## src/rtl/hub75_pkg.sv

```systemverilog
// Shared definitions for the HUB75 BCM scan engine.
//   state_t        : scan FSM states (SHIFT -> LATCH -> DISPLAY [-> GUARD])
//   GUARD_CYCLES   : dark cycles inserted on a row change when the ghost guard is built in
//   plane_weight() : display cycles for a bit-plane (base << plane)
//   color_slice_lo(): low bit of channel/component slice in the packed {B,G,R} pixel word
package hub75_pkg;

  typedef enum logic [1:0] {
    ST_SHIFT   = 2'd0,
    ST_LATCH   = 2'd1,
    ST_DISPLAY = 2'd2,
    ST_GUARD   = 2'd3
  } state_t;

  localparam int GUARD_CYCLES = 2;

  function automatic int plane_weight(input int base, input int plane);
    return base << plane;
  endfunction

  // comp: 0 = R, 1 = G, 2 = B; channel c holds the c-th 3*bpp slice.
  function automatic int color_slice_lo(input int chan, input int comp, input int bpp);
    return (chan * 3 + comp) * bpp;
  endfunction

endpackage

```

## src/rtl/hub75_bcm_scan_if.sv

```systemverilog
// Framebuffer read bus between the scan engine and a registered pixel RAM.
//   fb_x   : column address (driven by master)
//   fb_y   : row address within a channel (driven by master)
//   fb_rgb : pixel data for all channels, valid one cycle after the address
//            (driven by slave); channel c is the c-th 3*BPP slice, packed {B,G,R}.
// There is no handshake: the RAM answers every address with fixed one-cycle
// latency and the master never stalls, so no valid/ready pair exists.
interface hub75_bcm_scan_if #(
  parameter int COLS     = 64,
  parameter int ROWS     = 32,
  parameter int CHANNELS = 2,
  parameter int BPP      = 8
);
  localparam int XW = (COLS > 1) ? $clog2(COLS) : 1;
  localparam int YW = (ROWS > 1) ? $clog2(ROWS) : 1;

  logic [XW-1:0]            fb_x;
  logic [YW-1:0]            fb_y;
  logic [CHANNELS*3*BPP-1:0] fb_rgb;

  modport master (output fb_x, output fb_y, input  fb_rgb);
  modport slave  (input  fb_x, input  fb_y, output fb_rgb);
endinterface

```

## src/rtl/hub75_plane_timer.sv

```systemverilog
// Loadable down-counter timing DISPLAY and GUARD intervals.
//   clk, rst_n : clock, asynchronous active-low reset
//   load/value : load the counter with the interval length (>= 1)
//   done       : high during the last cycle of the interval (counter == 1)
// Loading N gives exactly N cycles with the counter in 1..N after the load.
module hub75_plane_timer #(
  parameter int W = 10
) (
  input  logic         clk,
  input  logic         rst_n,
  input  logic         load,
  input  logic [W-1:0] value,
  output logic         done
);
  logic [W-1:0] cnt_q;

  always_ff @(posedge clk or negedge rst_n) begin
    if (!rst_n) begin
      cnt_q <= '0;
    end else if (load) begin
      cnt_q <= value;
    end else if (cnt_q != '0) begin
      cnt_q <= cnt_q - W'(1);
    end
  end

  assign done = (cnt_q == W'(1));
endmodule

```

## src/rtl/hub75_bcm_scan.sv

```systemverilog
// HUB75 scan engine with binary-coded-modulation colour depth.
// Per row and bit-plane: shift COLS pixels of the plane into the panel, latch,
// then light the row for BASE<<plane cycles. Planes run 0..BPP-1, then the row
// advances (wrapping at ROWS).
// Ports:
//   clk, rst_n  : pixel clock, asynchronous active-low reset
//   fb          : framebuffer read bus (master side)
//   rgb         : plane bit per colour per channel, {B,G,R} per channel
//   sclk, latch : panel shift clock and latch strobe
//   blank       : panel output disable (high = dark)
//   addry       : panel row address, only updated on the latch cycle
//   frame_start : one-cycle pulse on the first SHIFT cycle of row 0 plane 0
//   dbg_state   : internal FSM state; it runs one cycle ahead of the outputs
// Optional build macro HUB75_GHOST_GUARD_EN: adds a 2-cycle dark GUARD state
// after the last plane of every row.
module hub75_bcm_scan
  import hub75_pkg::*;
#(
  parameter int  COLS     = 64,
  parameter int  ROWS     = 32,
  parameter int  CHANNELS = 2,
  parameter int  BPP      = 8,
  parameter int  BASE     = 4,
  localparam int YW       = (ROWS > 1) ? $clog2(ROWS) : 1
) (
  input  logic                  clk,
  input  logic                  rst_n,
  hub75_bcm_scan_if.master      fb,
  output logic [CHANNELS*3-1:0] rgb,
  output logic                  sclk,
  output logic                  latch,
  output logic                  blank,
  output logic [YW-1:0]         addry,
  output logic                  frame_start,
  output state_t                dbg_state
);
  localparam int XW  = (COLS > 1) ? $clog2(COLS) : 1;
  localparam int PW  = (BPP > 1) ? $clog2(BPP) : 1;
  localparam int TCW = $clog2(2 * COLS + 2);
  localparam int DW  = $clog2(BASE << (BPP - 1)) + 1;
  // The guard interval needs at least 2 bits even in degenerate configs.
  localparam int TW  = (DW < 2) ? 2 : DW;

  localparam logic [TCW-1:0] T_LAST     = TCW'(2 * COLS + 1);
  localparam logic [TCW-1:0] T_LAST_PIX = TCW'(2 * COLS);
  localparam logic [PW-1:0]  PLANE_LAST = PW'(BPP - 1);
  localparam logic [YW-1:0]  ROW_LAST   = YW'(ROWS - 1);

  // The FSM below leads the panel outputs by one cycle: every output is a
  // register loaded from the current state, so the panel sees state k during
  // cycle k+1. Reset therefore parks at SHIFT t=0 and the first clock edge
  // presents that cycle, frame_start included.
  state_t          state_q, state_d;
  logic [TCW-1:0]  t_q, t_d;
  logic [PW-1:0]   plane_q, plane_d;
  logic [YW-1:0]   row_q, row_d;
  logic            tmr_load;
  logic [TW-1:0]   tmr_value;
  logic            tmr_done;
  logic [CHANNELS*3-1:0] rgb_sample;
  logic            rgb_take;
  logic            last_plane;

  assign dbg_state  = state_q;
  assign last_plane = (plane_q == PLANE_LAST);

  hub75_plane_timer #(.W(TW)) u_timer (
    .clk   (clk),
    .rst_n (rst_n),
    .load  (tmr_load),
    .value (tmr_value),
    .done  (tmr_done)
  );

  always_ff @(posedge clk or negedge rst_n) begin
    if (!rst_n) begin
      state_q <= ST_SHIFT;
      t_q     <= '0;
      plane_q <= '0;
      row_q   <= '0;
    end else begin
      state_q <= state_d;
      t_q     <= t_d;
      plane_q <= plane_d;
      row_q   <= row_d;
    end
  end

  always_comb begin
    state_d   = state_q;
    t_d       = t_q;
    plane_d   = plane_q;
    row_d     = row_q;
    tmr_load  = 1'b0;
    tmr_value = '0;
    case (state_q)
      ST_SHIFT: begin
        if (t_q == T_LAST) begin
          state_d = ST_LATCH;
          t_d     = '0;
        end else begin
          t_d = t_q + TCW'(1);
        end
      end
      ST_LATCH: begin
        state_d   = ST_DISPLAY;
        tmr_load  = 1'b1;
        tmr_value = TW'(plane_weight(BASE, int'(plane_q)));
      end
      ST_DISPLAY: begin
        if (tmr_done) begin
          state_d = ST_SHIFT;
          if (last_plane) begin
            plane_d = '0;
            row_d   = (row_q == ROW_LAST) ? '0 : row_q + YW'(1);
`ifdef HUB75_GHOST_GUARD_EN
            state_d   = ST_GUARD;
            tmr_load  = 1'b1;
            tmr_value = TW'(GUARD_CYCLES);
`endif
          end else begin
            plane_d = plane_q + PW'(1);
          end
        end
      end
      ST_GUARD: begin
`ifdef HUB75_GHOST_GUARD_EN
        if (tmr_done) state_d = ST_SHIFT;
`else
        state_d = ST_SHIFT;
`endif
      end
      default: state_d = ST_SHIFT;
    endcase
  end

  // Pixel x is addressed on t=2x, arrives on t=2x+1, and is captured at the
  // end of internal t=2x+2 so it appears on the pins at t=2x+2.
  always_comb begin
    rgb_sample = '0;
    for (int c = 0; c < CHANNELS; c++) begin
      for (int k = 0; k < 3; k++) begin
        logic [BPP-1:0] comp;
        comp = fb.fb_rgb[color_slice_lo(c, k, BPP) +: BPP];
        rgb_sample[c*3+k] = comp[plane_q];
      end
    end
  end

  assign rgb_take = (state_q == ST_SHIFT) && !t_q[0] && (t_q != '0) && (t_q <= T_LAST_PIX);

  always_ff @(posedge clk or negedge rst_n) begin
    if (!rst_n) begin
      sclk        <= 1'b0;
      latch       <= 1'b0;
      blank       <= 1'b1;
      rgb         <= '0;
      addry       <= '0;
      frame_start <= 1'b0;
      fb.fb_x     <= '0;
      fb.fb_y     <= '0;
    end else begin
      sclk        <= (state_q == ST_SHIFT) && t_q[0] && (t_q >= TCW'(3));
      latch       <= (state_q == ST_LATCH);
      blank       <= (state_q != ST_DISPLAY);
      frame_start <= (state_q == ST_SHIFT) && (t_q == '0) && (row_q == '0) && (plane_q == '0);
      fb.fb_y     <= row_q;
      if ((state_q == ST_SHIFT) && (t_q < T_LAST_PIX)) fb.fb_x <= XW'(t_q >> 1);
      if (rgb_take) rgb <= rgb_sample;
      // Row address only moves while dark, on the latch cycle.
      if (state_q == ST_LATCH) addry <= row_q;
    end
  end
endmodule

```

## src/flat_wrapper.sv

```systemverilog
// flat-port wrapper written by rule: the top's interface ports become plain ports
module hub75_bcm_scan_flat import hub75_pkg::*;
#(
  parameter int  COLS     = 64,
  parameter int  ROWS     = 32,
  parameter int  CHANNELS = 2,
  parameter int  BPP      = 8,
  parameter int  BASE     = 4,
  localparam int YW       = (ROWS > 1) ? $clog2(ROWS) : 1
)
  (clk, rst_n, rgb, sclk, latch, blank, addry, frame_start, dbg_state, fb_fb_x, fb_fb_y, fb_fb_rgb);
  hub75_bcm_scan_if #(.COLS(COLS), .ROWS(ROWS), .CHANNELS(CHANNELS), .BPP(BPP)) fb_i ();
  input  logic clk;
  input  logic rst_n;
  output logic [CHANNELS*3-1:0] rgb;
  output logic sclk;
  output logic latch;
  output logic blank;
  output logic [YW-1:0] addry;
  output logic frame_start;
  output state_t dbg_state;
  output wire logic [$bits(fb_i.fb_x)-1:0] fb_fb_x;
  output wire logic [$bits(fb_i.fb_y)-1:0] fb_fb_y;
  input wire logic [$bits(fb_i.fb_rgb)-1:0] fb_fb_rgb;
  assign fb_fb_x = fb_i.fb_x;
  assign fb_fb_y = fb_i.fb_y;
  assign fb_i.fb_rgb = fb_fb_rgb;
  hub75_bcm_scan #(.COLS(COLS), .ROWS(ROWS), .CHANNELS(CHANNELS), .BPP(BPP), .BASE(BASE)) u_core (.clk(clk), .rst_n(rst_n), .fb(fb_i), .rgb(rgb), .sclk(sclk), .latch(latch), .blank(blank), .addry(addry), .frame_start(frame_start), .dbg_state(dbg_state));
endmodule
```

## config.mk

```make
export PLATFORM = sky130hd
export DESIGN_NAME = hub75_bcm_scan_flat
export DESIGN_NICKNAME = d
export VERILOG_FILES = /design/src/rtl/hub75_pkg.sv /design/src/rtl/hub75_bcm_scan_if.sv /design/src/rtl/hub75_plane_timer.sv /design/src/rtl/hub75_bcm_scan.sv /design/src/flat_wrapper.sv
export SDC_FILE = /design/constraint.sdc
export NUM_CORES = 1
export LEC_CHECK = 0
export ABC_AREA = 1
export CELL_PAD_IN_SITES_DETAIL_PLACEMENT = 1
export CELL_PAD_IN_SITES_GLOBAL_PLACEMENT = 1
export CORE_MARGIN = 10
export CORE_UTILIZATION = 32
export CTS_CLUSTER_DIAMETER = 40
export DETAILED_ROUTE_END_ITERATION = 16
export PLACE_DENSITY = 0.81
export SLEW_MARGIN = 10
export SYNTH_ARGS = -nofsm -noshare
export SYNTH_HDL_FRONTEND = slang
export SYNTH_HIERARCHICAL = 1
export SYNTH_SLANG_ARGS = --single-unit
```

## constraint.sdc

```tcl
create_clock -name clk -period 1.9 [get_ports clk]
set_clock_uncertainty 0.15 [all_clocks]
set_input_delay 0.38 -clock clk [delete_from_list [all_inputs] [get_ports clk]]
set_output_delay 0.38 -clock clk [all_outputs]
set_load 0.05 [all_outputs]
```

=== Word level (Yosys, flattened, before mapping) ===
Index checks and enable logic that the tools add are counted.
Widths: inputs -> output; s select.

* Add/sub/neg operators: 4
* Multiply operators: 0
* Divide/modulo/power cells: 0
* $lt $le $gt $ge: 4
* Equal/unequal tests: 10
* Shift-type cells: 1
* Muxes and demuxes: 22
* Bitwise gates (word level): 0
* Reduce and logical (&&, ||, !) cells: 20

{| class="wikitable"
|+ Operators by type and width
! operator !! number
|-
| $mux 10 || 3
|-
| $bmux 1 s3 || 6
|-
| $eq 10x1->1 const B || 1
|-
| $reduce_bool 10->1 || 1
|-
| $shl 3x3->10 const A || 1
|-
| $sub 10x1->10 const B || 1
|-
| $logic_and 1x1->1 || 9
|-
| $add 8x1->8 const B || 1
|-
| $eq 8x8->1 const B || 1
|-
| $ge 8x2->1 const B || 1
|-
| $le 8x8->1 const B || 1
|-
| $logic_not 8->1 || 1
|-
| $lt 8x8->1 const B || 1
|-
| $mux 8 || 1
|-
| $pmux 2 s4 || 1
|-
| $reduce_bool 8->1 || 1
|-
| $mux 1 || 7
|-
| $add 5x1->5 const B || 1
|-
| $eq 5x5->1 const B || 1
|-
| $logic_not 5->1 || 1
|-
| $mux 5 || 1
|-
| $eq 2x2->1 const B || 2
|-
| $lt 3x4->1 const B || 1
|-
| $mux 2 || 2
|-
| other kinds (12) || 14
|}

* Flip-flop bits (word level): 54
* Latch bits: 0
* Bits in writable memories: 0
* Memory bits (read-only): 0
* Bits of input ports: 50
* Output and inout bits: 28
* Logic and storage cells: 74
* Memories kept: 0

=== Depth between registers and ports, before layout ===
* Word-level depth: 4
* Gate-level depth with buffers: 10
* Gate-level depth less buffers: 9

=== By module ===
The synthesis kept the hierarchy.

{| class="wikitable"
|+ Modules (own cells, without submodules)
! module !! times used !! cells an instance !! area each (um^2) !! seq. area each (um^2)
|-
| hub75_bcm_scan || 1 || 323 || 2,462.4 || 1,102.3
|-
| hub75_plane_timer || 1 || 99 || 720.7 || 250.2
|}

=== Worst setup path after synthesis ===
No wires, ideal clock.

* Path type: register -> register
* Start: register u_core.state_q[1], in the netlist u_core/dbg_state[1]
* End: register u_core.u_timer.cnt_q[5]
* Setup time: 118 ps
* Data arrival time: 1,618 ps
* Required time: 1,632 ps
* Path slack: 15 ps
* Stages on the path, launching flop included: 8
* Buffers on the path: 1
* Period minus slack after synthesis: 1,885 ps
* Cell sequence: dfrtp_1 > nor2_2 > inv_2 > buf_2 > nor2_1 > or2_2 > nand2_1 > nor2_1

* Word-level cells in the longest chain between the ends: 3
* Elaborated cells between the ends (all ways): 5
* Classes of those cells: 1 x eq/ne; 3 x mux; 1 x reduce/logical

{| class="wikitable"
|+ RTL lines
! what !! RTL line !! source
|-
| start, declared || hub75_bcm_scan.sv:53 || <nowiki>state_t state_q, state_d;</nowiki>
|-
| start signal, assigned || hub75_bcm_scan.sv:82 || <nowiki>state_q <= state_d;</nowiki>
|-
| $eq 2x1->1 || hub75_bcm_scan.sv:96 || <nowiki>case (state_q)</nowiki>
|-
| $mux 10 || hub75_bcm_scan.sv:96 ||
|-
| via u_core.tmr_value[5] || hub75_bcm_scan.sv:58 || <nowiki>logic [TW-1:0] tmr_value;</nowiki>
|-
| $mux 10 || hub75_plane_timer.sv:20 || <nowiki>end else if (load) begin</nowiki>
|-
| end signal, assigned || hub75_plane_timer.sv:21 || <nowiki>cnt_q <= value;</nowiki>
|-
| end signal, assigned || hub75_plane_timer.sv:23 || <nowiki>cnt_q <= cnt_q - W'(1);</nowiki>
|-
| end, declared || hub75_plane_timer.sv:15 || <nowiki>logic [W-1:0] cnt_q;</nowiki>
|}

The timed path passes the listed nets, and every way through them passes these cells.
A chain may end at the register's enable or synchronous reset.

=== Final worst setup path ===
* Start: register u_core.u_timer.cnt_q[1]
* End: register u_core.row_q[3]

* Word-level cells in the longest chain between the ends: 2

{| class="wikitable"
|+ RTL lines
! what !! RTL line !! source
|-
| $eq 10x1->1 || hub75_plane_timer.sv:27 || <nowiki>assign done = (cnt_q == W'(1));</nowiki>
|-
| via u_core.tmr_done || hub75_bcm_scan.sv:59 || <nowiki>logic tmr_done;</nowiki>
|-
| $reduce_and 3->1 (no source line) || -- ||
|-
| end signal, assigned || hub75_bcm_scan.sv:85 || <nowiki>row_q <= row_d;</nowiki>
|-
| end, declared || hub75_bcm_scan.sv:56 || <nowiki>logic [YW-1:0] row_q, row_d;</nowiki>
|}

The timed path passes the listed nets, and every way through them passes these cells.

==> reports/results.txt <==
The number of input and output port buffers inserted is 77, and the clock net sink count is 54. In this run the worst path has a maximum fanout of 6. Leaving out fill and tap cells, the most frequent cells in the layout are 140 x nand2_1, 53 x dfrtp_1, 49 x nand3_1.

The signal on the critical path passes through inv_1 > ha_2 > nand3_2 > nor2_4 > nand3_4 > nor2_4 > buf_4 > a21oi_1 > nor2_1. The flow ran to the end, and the final reports show no timing, DRC or antenna violations. Measured against its own limit, the worst slew margin works out to 65.3%.

Half-perimeter wire length after detailed placement: 8090 um. The run gives 0 ns as the final setup TNS. Setup violations remaining at the end of the flow were counted as 0. Grouping stages by cell kind, the critical path spends the most delay in simple AND/OR/NAND/NOR gates.

The number of antenna diodes in the final layout is 0. The critical path is of the flip-flop to flip-flop type. In the final routed layout, each cell accounts on average for 15.7 um. The synthesized netlist contains 33 unique library cells. The worst-case vdd ir drop is 0.000337 V, and the total power density per cell area is 502 nW/um2. In the final layout, the share of cells above drive strength 1 is 17.2%.

The die covers 14300 um2. Fmax: 0.564 GHz. The worst setup path is captured at a flip-flop. The number of global-route vias before repair is 3387, and the number of DRC markers in iteration 0 is 74. The final max-slew violation count is 0. The number of hold violations in the final report was 0. The data arrival time of the critical path came out at 1.86 ns. The number of nets in the final layout is 580, and the slew at the pin with the worst max-slew slack is 0.520 ns. Entering global routing, the biggest net connects 25 pins.

The chip height works out to 120 um. For the worst setup path, the data required time is 1.99 ns. The total global routing track utilization is 14.4%, and the count of state elements after synthesis is 54. The synthesis warning total is 6. Before antenna repair, the detailed router went through 4 iterations. For the number of nets with antenna violations after detailed routing, the log shows 0. The first global-routing pass estimated 17000 um of wire. The worst hold path cell count was 0. The via count came out at 3047. After floorplanning, the core was sized to cover 9730 um2. The total cell area at the placement stage is 4160 um2, and the biggest cell delay along the critical path is 0.40 ns.

The time the final worst path needs with I/O delays and setup was 1.77 ns; the buffers plus inverters on the worst setup path was 2. The starting utilization of the core area was 32.7%; the worst-case clock buffer depth was 2. For the worst flop-to-flop path, the logic depth is 9. Clock-pin slew was measured on the worst setup and hold paths at 0.10 ns.

For this design the top-level I/O count stands at 78. Summing all non-filler instances in the final layout gives an area of 4330 um2. Total of max-cap violations: 0. The logs give 3180 um2 for the mapped cell area and 0 for the DRC violation count after routing. Leaving out fill and tap cells, the most frequent cell in the layout is nand2_1. For this run the aggregate overflow at the end of global routing stands at 0. The worst setup path is launched from a flip-flop. The initialized floorplan defines 36 standard-cell rows.

Dividing the final minimum period by the clock period gives 93.3%. The share of the Yosys chip area taken by registers is 42.5%. Number of buffers created by CTS: 5.

The width of the chip is 120 um, and the number of cells produced by synthesis is 422. The routability congestion estimate was 0.836; the leakage power was 2.15 nW. The worst hold path belongs to the class flip-flop to flip-flop. The depth of the critical timing path with buffers and inverters included was 9; the count of H-tree levels built during CTS was 2. TritonCTS built the clock tree. The slowest stage of the critical path is the dfrtp_1 cell. Compared with the post-synthesis result, the final layout area differs by 35.9%.

After detailed routing, the total wire length is 10200 um. Counting the fill cells in the layout gives 1231. In this design, the critical path's most frequently occurring cell is nor2_4.

The tree is rooted in a clkbuf_8. A synthesized cell averages 7.54 um2. The initial antenna violation count was 0.

Using the TritonRoute via totals, the vias-per-cell ratio works out to 4.69. The later pin in the worst-skew pair is clocked with a latency of 0.30 ns.
-- flip-flops by register name, summed over array words and instances (netlist names) --
name	cells
u_core/blank	1
u_core/addry	5
u_core/latch	1
u_core/t_q	8
u_core/u_timer/cnt_q	10
u_core/sclk	1
u_core/frame_start	1
u_core/row_q	5
u_core/rgb	6
u_core/plane_q	3
u_core/fb.fb_y	5
u_core/dbg_state	2
u_core/fb.fb_x	6
-- layout make-up --
type	count	area, um2	share of cell area [%]
multi-input cells	310	1610	37.2
flip-flops and latches	54	1350	31.3
repair buffers	97	898	20.8
inverters	48	183	4.22
well taps	133	166	3.85
clock buffers	7	86.3	2.00
clock inverters	1	30.0	0.694
-- per-stage QoR --
stage	total power, mW	hold slack (ns)	utilization (%)	setup slack, ns	instances
after CTS	2.21	0.279	44.1	0.0317	648
after floorplan	1.23	-0.0656	-	0.0145	423
after global routing	2.25	0.293	44.5	-0.000791	650
after detailed placement	1.39	0.245	42.8	-0.00122	639
after global placement	1.38	0.231	42.8	0.145	639
final	2.17	0.269	44.5	0.128	650
-- per-layer routing --
metal	part of all wire [%]	vias up	global-route usage, %
li1	-	1529	-
met1	41	1473	15.9
met2	55	34	27.4
met3	2.3	11	2.48
met4	1.8	0	4.07
met5	0	-	0
-- Yosys cell counts (all sizes together) --
master	instances	area, um2
xor2	3	26.3
o21ai	34	174
nor3	8	40.0
a21oi	6	33.8
nor2	37	215
clkbuf	1	3.75
nand3	53	295
nor4	1	6.26
dfstp	1	26.3
nand4	5	31.3
xnor2	1	8.76
nand2	144	556
ha	14	175
or2	1	6.26
mux2	1	11.3
conb	1	3.75
dfrtp	53	1330
buf	10	61.3
inv	48	183
-- kinds of logic after synthesis --
| family | share of synthesized area (%) |
|---|---|
| simple gates | 36.1 |
| buf+inv | 7.78 |
| flops | 42.5 |
| compound gates | 6.53 |
| fa+ha+maj | 5.50 |
| xor+xnor | 1.10 |
| other cells | 0.118 |
| mux | 0.354 |
-- power by group --
group          internal (mW)  switching (mW)  total (mW)  leakage (nW)
clock network          0.430           0.380       0.811        0.0585
logic                  0.116          0.0866       0.202          1.37
registers               1.15         0.00358        1.16         0.713
total                   1.70           0.470        2.17          2.15
-- repair_timing --
action / in CTS / in global routing
setup endpoints to repair: 1 / 2
cloned: 0 / 0
buffers inserted: 0 / 2
pin swaps: 0 / 2
hold buffers: 1 / 0
gates resized for setup: 1 / 5
hold endpoints to repair: 17 / 0
-- path summary, 6_finish.rpt --
check                                   startpoint                 endpoint  slack (ns)
max                        u_core/u_timer/cnt_q[1]          u_core/row_q[3]        0.13
min                                u_core/row_q[2]        u_core/fb.fb_y[2]        0.27
max reg2reg                u_core/u_timer/cnt_q[1]          u_core/row_q[3]        0.13
min reg2reg                        u_core/row_q[2]        u_core/fb.fb_y[2]        0.27
max in group asynchronous                    rst_n        u_core/fb.fb_y[0]        0.55
min in group asynchronous                    rst_n  u_core/u_timer/cnt_q[7]        0.43
Power figures use the tool's default switching activity.
